`src/rtl/deint_ctrl.sv`:
```
// Purpose : RX sequencer that configures the 802.11a deinterleaver and gates coded bits to it one OFDM symbol at a time.
// Latency : iBit/iBitValid -> oData/oEN in 1 cycle (registered); iStart -> oRateEN in 1 cycle; first bit accepted 3 cycles after iStart.
// Backpressure: none; bits arriving outside STREAM are dropped, and no ready signal goes back to the demapper.
//
// Ports:
//   iClk, iRst           clock; synchronous active-high reset
//   iStart, iRate,       frame start strobe with the RATE code and the data-symbol
//   iNumSym              count from SIGNAL, both sampled only while idle
//   iBitValid, iBit      demapper coded-bit strobe and bit
//   oRate, oRateEN       latched rate and one-cycle rate-load pulse to the deinterleaver
//   oEN, oData, oSymEnd  bit enable, bit, and last-bit-of-symbol marker to the deinterleaver
//   oBusy, oDone, oErr   frame-in-progress flag, completion pulse, error pulse
//
// Optional feature: define DEINT_CTRL_TIMEOUT_EN to add a STREAM watchdog that aborts the
// frame (oErr, no oDone) after TIMEOUT consecutive cycles without a coded bit. Without the
// macro, STREAM waits indefinitely and TIMEOUT has no effect.

module deint_ctrl #(
    parameter int TIMEOUT = 1024
) (
    input  logic       iClk,
    input  logic       iRst,
    input  logic       iStart,
    input  logic [3:0] iRate,
    input  logic [7:0] iNumSym,
    input  logic       iBitValid,
    input  logic       iBit,
    output logic [3:0] oRate,
    output logic       oRateEN,
    output logic       oEN,
    output logic       oData,
    output logic       oSymEnd,
    output logic       oBusy,
    output logic       oDone,
    output logic       oErr
);

    typedef enum logic [2:0] {
        S_IDLE,
        S_CFG,
        S_SETTLE,
        S_STREAM,
        S_DONE
    } state_t;

    state_t     state;
    logic [8:0] ncbps;      // coded bits per symbol for the current frame
    logic [7:0] num_sym;    // data symbols in the current frame
    logic [8:0] bit_cnt;    // bit index within the current symbol, 0..ncbps-1
    logic [7:0] sym_cnt;    // completed symbols in the current frame

    // Coded bits per OFDM symbol for each legal RATE code; 0 marks an illegal code.
    function automatic logic [8:0] rate_ncbps(input logic [3:0] rate);
        case (rate)
            4'b1101, 4'b1111: return 9'd48;   // BPSK
            4'b0101, 4'b0111: return 9'd96;   // QPSK
            4'b1001, 4'b1011: return 9'd192;  // 16-QAM
            4'b0001, 4'b0011: return 9'd288;  // 64-QAM
            default:          return 9'd0;
        endcase
    endfunction

    logic [8:0] start_ncbps;
    logic       start_ok;
    logic       last_in_sym;
    logic       last_in_frame;

    assign start_ncbps   = rate_ncbps(iRate);
    assign start_ok      = (start_ncbps != 9'd0) && (iNumSym != 8'd0);
    assign last_in_sym   = (bit_cnt == ncbps - 9'd1);
    // sym_cnt still holds the count before this symbol closes, so the final
    // symbol is the one whose index is num_sym-1.
    assign last_in_frame = last_in_sym && (sym_cnt == num_sym - 8'd1);

`ifdef DEINT_CTRL_TIMEOUT_EN
    localparam int WD_W = $clog2(TIMEOUT + 1);

    logic [WD_W-1:0] wd_cnt;    // consecutive idle STREAM cycles
    logic            wd_expire;

    // The cycle being evaluated is the TIMEOUT-th idle one when the count
    // already holds TIMEOUT-1.
    assign wd_expire = (wd_cnt == WD_W'(TIMEOUT - 1));
`endif

    always_ff @(posedge iClk) begin
        if (iRst) begin
            state   <= S_IDLE;
            ncbps   <= 9'd0;
            num_sym <= 8'd0;
            bit_cnt <= 9'd0;
            sym_cnt <= 8'd0;
            oRate   <= 4'b0000;
            oRateEN <= 1'b0;
            oEN     <= 1'b0;
            oData   <= 1'b0;
            oSymEnd <= 1'b0;
            oBusy   <= 1'b0;
            oDone   <= 1'b0;
            oErr    <= 1'b0;
`ifdef DEINT_CTRL_TIMEOUT_EN
            wd_cnt  <= '0;
`endif
        end else begin
            // Pulse outputs default low; each state raises only what it owns.
            oRateEN <= 1'b0;
            oEN     <= 1'b0;
            oSymEnd <= 1'b0;
            oDone   <= 1'b0;
            oErr    <= 1'b0;

            case (state)
                S_IDLE: begin
                    oBusy   <= 1'b0;
                    bit_cnt <= 9'd0;
                    sym_cnt <= 8'd0;
`ifdef DEINT_CTRL_TIMEOUT_EN
                    wd_cnt  <= '0;
`endif
                    if (iStart) begin
                        // The rate is latched even for a rejected start so oRate
                        // always reflects the last start seen while idle.
                        oRate   <= iRate;
                        ncbps   <= start_ncbps;
                        num_sym <= iNumSym;
                        if (start_ok) begin
                            oRateEN <= 1'b1;
                            oBusy   <= 1'b1;
                            state   <= S_CFG;
                        end else begin
                            oErr    <= 1'b1;
                        end
                    end
                end

                S_CFG: begin
                    // oRateEN was raised on entry and drops here by default.
                    state <= S_SETTLE;
                end

                S_SETTLE: begin
                    // Gives the deinterleaver one cycle to apply the new rate;
                    // any bit offered now is discarded.
                    state <= S_STREAM;
                end

                S_STREAM: begin
                    if (iBitValid) begin
                        oEN   <= 1'b1;
                        oData <= iBit;
`ifdef DEINT_CTRL_TIMEOUT_EN
                        wd_cnt <= '0;
`endif
                        if (last_in_sym) begin
                            oSymEnd <= 1'b1;
                            bit_cnt <= 9'd0;
                            sym_cnt <= sym_cnt + 8'd1;
                            if (last_in_frame) begin
                                state <= S_DONE;
                            end
                        end else begin
                            bit_cnt <= bit_cnt + 9'd1;
                        end
                    end
`ifdef DEINT_CTRL_TIMEOUT_EN
                    else if (wd_expire) begin
                        // Abort: report the error and free the block; the frame
                        // never produces oDone.
                        oErr    <= 1'b1;
                        oBusy   <= 1'b0;
                        bit_cnt <= 9'd0;
                        sym_cnt <= 8'd0;
                        wd_cnt  <= '0;
                        state   <= S_IDLE;
                    end else begin
                        wd_cnt  <= wd_cnt + WD_W'(1);
                    end
`endif
                end

                S_DONE: begin
                    // oBusy stays high through the oDone cycle and drops in IDLE.
                    oDone   <= 1'b1;
                    bit_cnt <= 9'd0;
                    sym_cnt <= 8'd0;
                    state   <= S_IDLE;
                end

                default: begin
                    state <= S_IDLE;
                end
            endcase
        end
    end

endmodule

```
`config.mk`:
```
export PLATFORM = sky130hd
export DESIGN_NAME = deint_ctrl
export DESIGN_NICKNAME = d
export VERILOG_FILES = /design/src/rtl/deint_ctrl.sv
export SDC_FILE = /design/constraint.sdc
export NUM_CORES = 1
export LEC_CHECK = 0
export ABC_AREA = 1
export BUFFER_PORTS_ARGS = -buffer_cell sky130_fd_sc_hd__buf_2
export CORE_ASPECT_RATIO = 0.9
export CORE_MARGIN = 2
export CORE_UTILIZATION = 50
export CTS_CLUSTER_DIAMETER = 40
export DETAILED_ROUTE_END_ITERATION = 16
export PLACE_DENSITY = 0.8
export SYNTH_ARGS = -nofsm -noshare
export SYNTH_HDL_FRONTEND = slang
export SYNTH_SLANG_ARGS = --single-unit
export TNS_END_PERCENT = 5
```
`constraint.sdc`:
```
create_clock -name iClk -period 2.05 [get_ports iClk]
set_input_delay 0.3075 -clock iClk [delete_from_list [all_inputs] [get_ports iClk]]
set_output_delay 0.3075 -clock iClk [all_outputs]
set_load 0.03 [all_outputs]
```
==> results.txt <==
* Run status: completed
- After synthesis, the netlist uses 28 different library cells.
- Layout filler cell count: 422
- Detailed placement ended at an HPWL of 3.51 mm.
* Setup repair after global routing missed its margin: no
- TritonCTS clock tree: yes
* Cell class contributing the biggest share of worst-path delay: simple AND/OR/NAND/NOR gates
- The hold violation total from the final report was 0.
- For the worst setup path, the data required time is 2.25 ns.
* Clock Latency Late Sink: 0.30 ns
* Post-synthesis instance area: 2290 um2
- For this run, the slowest stage of the critical path takes 0.37 ns.
* Max Fanout on Critical Path: 9
* Kind of start point of the critical path: flop
- Pin slew with the least headroom to its limit: 0.439 ns
* Average wire per cell in the routed design: 11.3 um
- The count of nets left with antenna violations once routing finished came out at 0.
* Number of buffer and inverter stages on the critical path: 2
* Data arrival, critical path: 2.05 ns
- Placed inst area: 2480 um2
- Kind of end point of the critical path: flop
- Across the run, the number of max-cap violations was 0.
* Pre-antenna DRT Iters: 4
- P&R area growth vs syn: 13.6%
* Final-stage net count: 384
* Synthesized instance count: 334
* Fraction of the core area covered by cells at the end of the flow: 0.588
- In this run, synthesis produced a sequential element count of 44.
- For the final routed database, the setup TNS stands at 0 ns.
* Total inserted antenna cells: 0
* Global-route wire length before repair: 8.22 mm
* Post-detailed-route via-to-cell ratio: 5.05
* Vias in the first global route: 1882
* Hold bufs inserted after CTS: 0
- Setup-failing EPs final: 0
- Initial antenna violation count: 0
* Most Frequent Cell on Critical Path: sky130_fd_sc_hd__nand2_1
* Total Power: 2.22 mW
* EDFF count, synth: 0
- Critical-path cell list: inv_1 > ha_1 > nand2_1 > inv_1 > nor2_1 > nand3_1 > nor2_2 > nand2_2 > nand2_4 > nand2_4 > nor2_4 > nand2_1 > nand2_1 > a21oi_2
- The total overflow left after global routing is 0.
- Num rows: 23
- Flip-flop cell with the highest count after synthesis: sky130_fd_sc_hd__dfxtp_1
* Post-synthesis sequential area ratio: 0.384
- Once layout is done, the placed cells without fillers occupy 2600 um2.
- Overall track demand over capacity in global routing: 0.210
- Die height: 68.2 um
* Die width: 75.4 um
* Async set-or-reset flop fraction in the synthesized netlist: 0
- Of the available clock period, the critical path in the final layout requires 0.902.
* Area taken by multi-input logic gates: 1200 um2
- In this run the tightest slew margin relative to its limit is 0.707.
- Number of buffers inserted during clock tree synthesis: 5
* Largest net degree at the start of global routing: 21
- The library cells used most frequently in the layout, excluding fill and tap cells, are sky130_fd_sc_hd__nand2_1, sky130_fd_sc_hd__dfxtp_1, sky130_fd_sc_hd__inv_1, sky130_fd_sc_hd__nor2_1, sky130_fd_sc_hd__a21oi_1.
- Sequential cell area: 881 um2
- Startpoint of the worst setup timing path: ncbps[4]
* Count of boundary I/O pins: 28
- For this design, the sink count on the clock tree is 44.
* Most common cell after layout, fill and taps aside: sky130_fd_sc_hd__nand2_1
- Library cell contributing the largest single delay on the critical path: sky130_fd_sc_hd__dfxtp_1
* Placeable Area: 4430 um2
- The tree is rooted in a sky130_fd_sc_hd__clkbuf_8.
* PostCTS Resize Cnt: 0
* Final worst clock skew: 0.00930 ns
* Net count of the mapped netlist: 355
- Launch point of the worst reg-to-reg path: ncbps[4]
* Placement-stage worst setup slack: 0.212 ns
- Post-detailed-routing wire length: 4.81 mm
- Maximum resistive drop on vdd: 523 uV
* Global placement routability congestion: 0.818
- Post-CTS repair timing setup buffer count: 0
- The Yosys step of the flow raised 0 warnings.
- The floorplan step defined a die boundary enclosing 5140 um2.
* Synthesized area per cell: 6.86 um2
- In this run the power density over the cells is 852 nW/um2.
* DRC errors left: 0
- Clock-pin slew was measured on the worst setup and hold paths at 0.08 ns.
- The worst hold path begins at iRate[0].
* Crit Path Category: reg2reg
* LEAKAGE: 1.17 nW
* Pins Over Slew Limit: 0
* Count of port buffers added during placement: 27
- The H-tree was split into 2 levels.
- Initial core utilization: 0.517
- Fraction of layout instances using a drive strength above 1: 0.157
- Derived from the worst setup path, the maximum achievable clock frequency is 541 MHz.
- The worst hold path belongs to the class in2reg.
- Maximum clock path buffer count: 2
* Via count: 2152
- The worst path in the final design needs a cycle of 1.85 ns, including I/O delays and setup.
- Number of DRC markers after the initial detailed-route iteration: 91
- Worst path setup slack after routing: 0.201 ns
==> sequential cells by signal (all words and copies together), names as in the netlist, 3 cells and up <==
| register | count |
|---|---|
| num_sym | 8 |
| ncbps | 5 |
| state | 3 |
| oRate | 4 |
| sym_cnt | 8 |
| bit_cnt | 9 |
==> per-layer routing <==
layer  global-route usage  vias up  wire [um]
li1                     -     1123          -
met4               0.0658        0         67
met3               0.0530        6        245
met1                0.280      974       2310
met2                0.333       49       2190
met5                    0        -          0
==> through the flow <==
stage	std cells	hold WS (ns)
after floorplan	334	0.399
after detailed placement	418	0.464
after global placement	418	0.452
after global routing	426	0.221
final	426	0.221
after CTS	426	0.212
==> power by group <==
part | total, mW | internal [mW] | switching, mW | leakage, nW
sequential | 0.954 | 0.911 | 0.0435 | 0.358
combinational | 0.559 | 0.177 | 0.381 | 0.753
clock | 0.706 | 0.399 | 0.308 | 0.0614
total | 2.22 | 1.49 | 0.732 | 1.17
==> Yosys cell counts, drive strengths merged (2+ instances only) <==
master	instances	share of area
nor2	39	0.076
clkbuf	4	0.0065
nor3	6	0.013
xnor2	4	0.015
nand2	82	0.15
o21ai	17	0.037
nand3	29	0.063
ha	4	0.022
buf	2	0.0065
a21oi	34	0.076
nand4	5	0.014
xor2	10	0.038
dfxtp	44	0.38
inv	47	0.077
==> final cells by class <==
class / instances / share of cell area
clock buffer: 6 / 0.0317
clock inverter: 2 / 0.0149
inverter: 48 / 0.0697
multi-input combinational: 236 / 0.461
sequential: 44 / 0.338
tap: 62 / 0.0298
timing repair buffer: 28 / 0.0548
==> logic make-up (layout without fill, tap and decap cells) <==
| logic type | count (synthesis) | after routing | share of synthesized area |
|---|---|---|---|
| xor+xnor | 14 | 14 | 0.0535 |
| simple gates | 163 | 163 | 0.320 |
| flops | 44 | 44 | 0.384 |
| compound gates | 55 | 55 | 0.128 |
| buf+inv | 54 | 84 | 0.0922 |
| fa+ha+maj | 4 | 4 | 0.0218 |
==> worst reg2reg max path: stages, from the launching register on <==
cell,delay (ns)
sky130_fd_sc_hd__dfxtp_1,0.37
sky130_fd_sc_hd__inv_1,0.07
sky130_fd_sc_hd__ha_1,0.31
sky130_fd_sc_hd__nand2_1,0.08
sky130_fd_sc_hd__inv_1,0.04
sky130_fd_sc_hd__nor2_1,0.08
sky130_fd_sc_hd__nand3_1,0.09
sky130_fd_sc_hd__nor2_2,0.12
sky130_fd_sc_hd__nand2_2,0.10
sky130_fd_sc_hd__nand2_4,0.13
sky130_fd_sc_hd__nand2_4,0.11
sky130_fd_sc_hd__nor2_4,0.11
sky130_fd_sc_hd__nand2_1,0.06
sky130_fd_sc_hd__nand2_1,0.07
sky130_fd_sc_hd__a21oi_2,0.03
==> worst paths after layout <==
| check | to | slack (ns) | cells past startpoint |
|---|---|---|---|
| hold reg to reg | oRate[1] | 0.47 | 2 |
| setup reg to reg | sym_cnt[4] | 0.20 | 14 |
| setup / recovery | sym_cnt[4] | 0.20 | 14 |
| hold / removal | oErr | 0.22 | 2 |
Note: power is estimated with default switching activity, not from simulation.
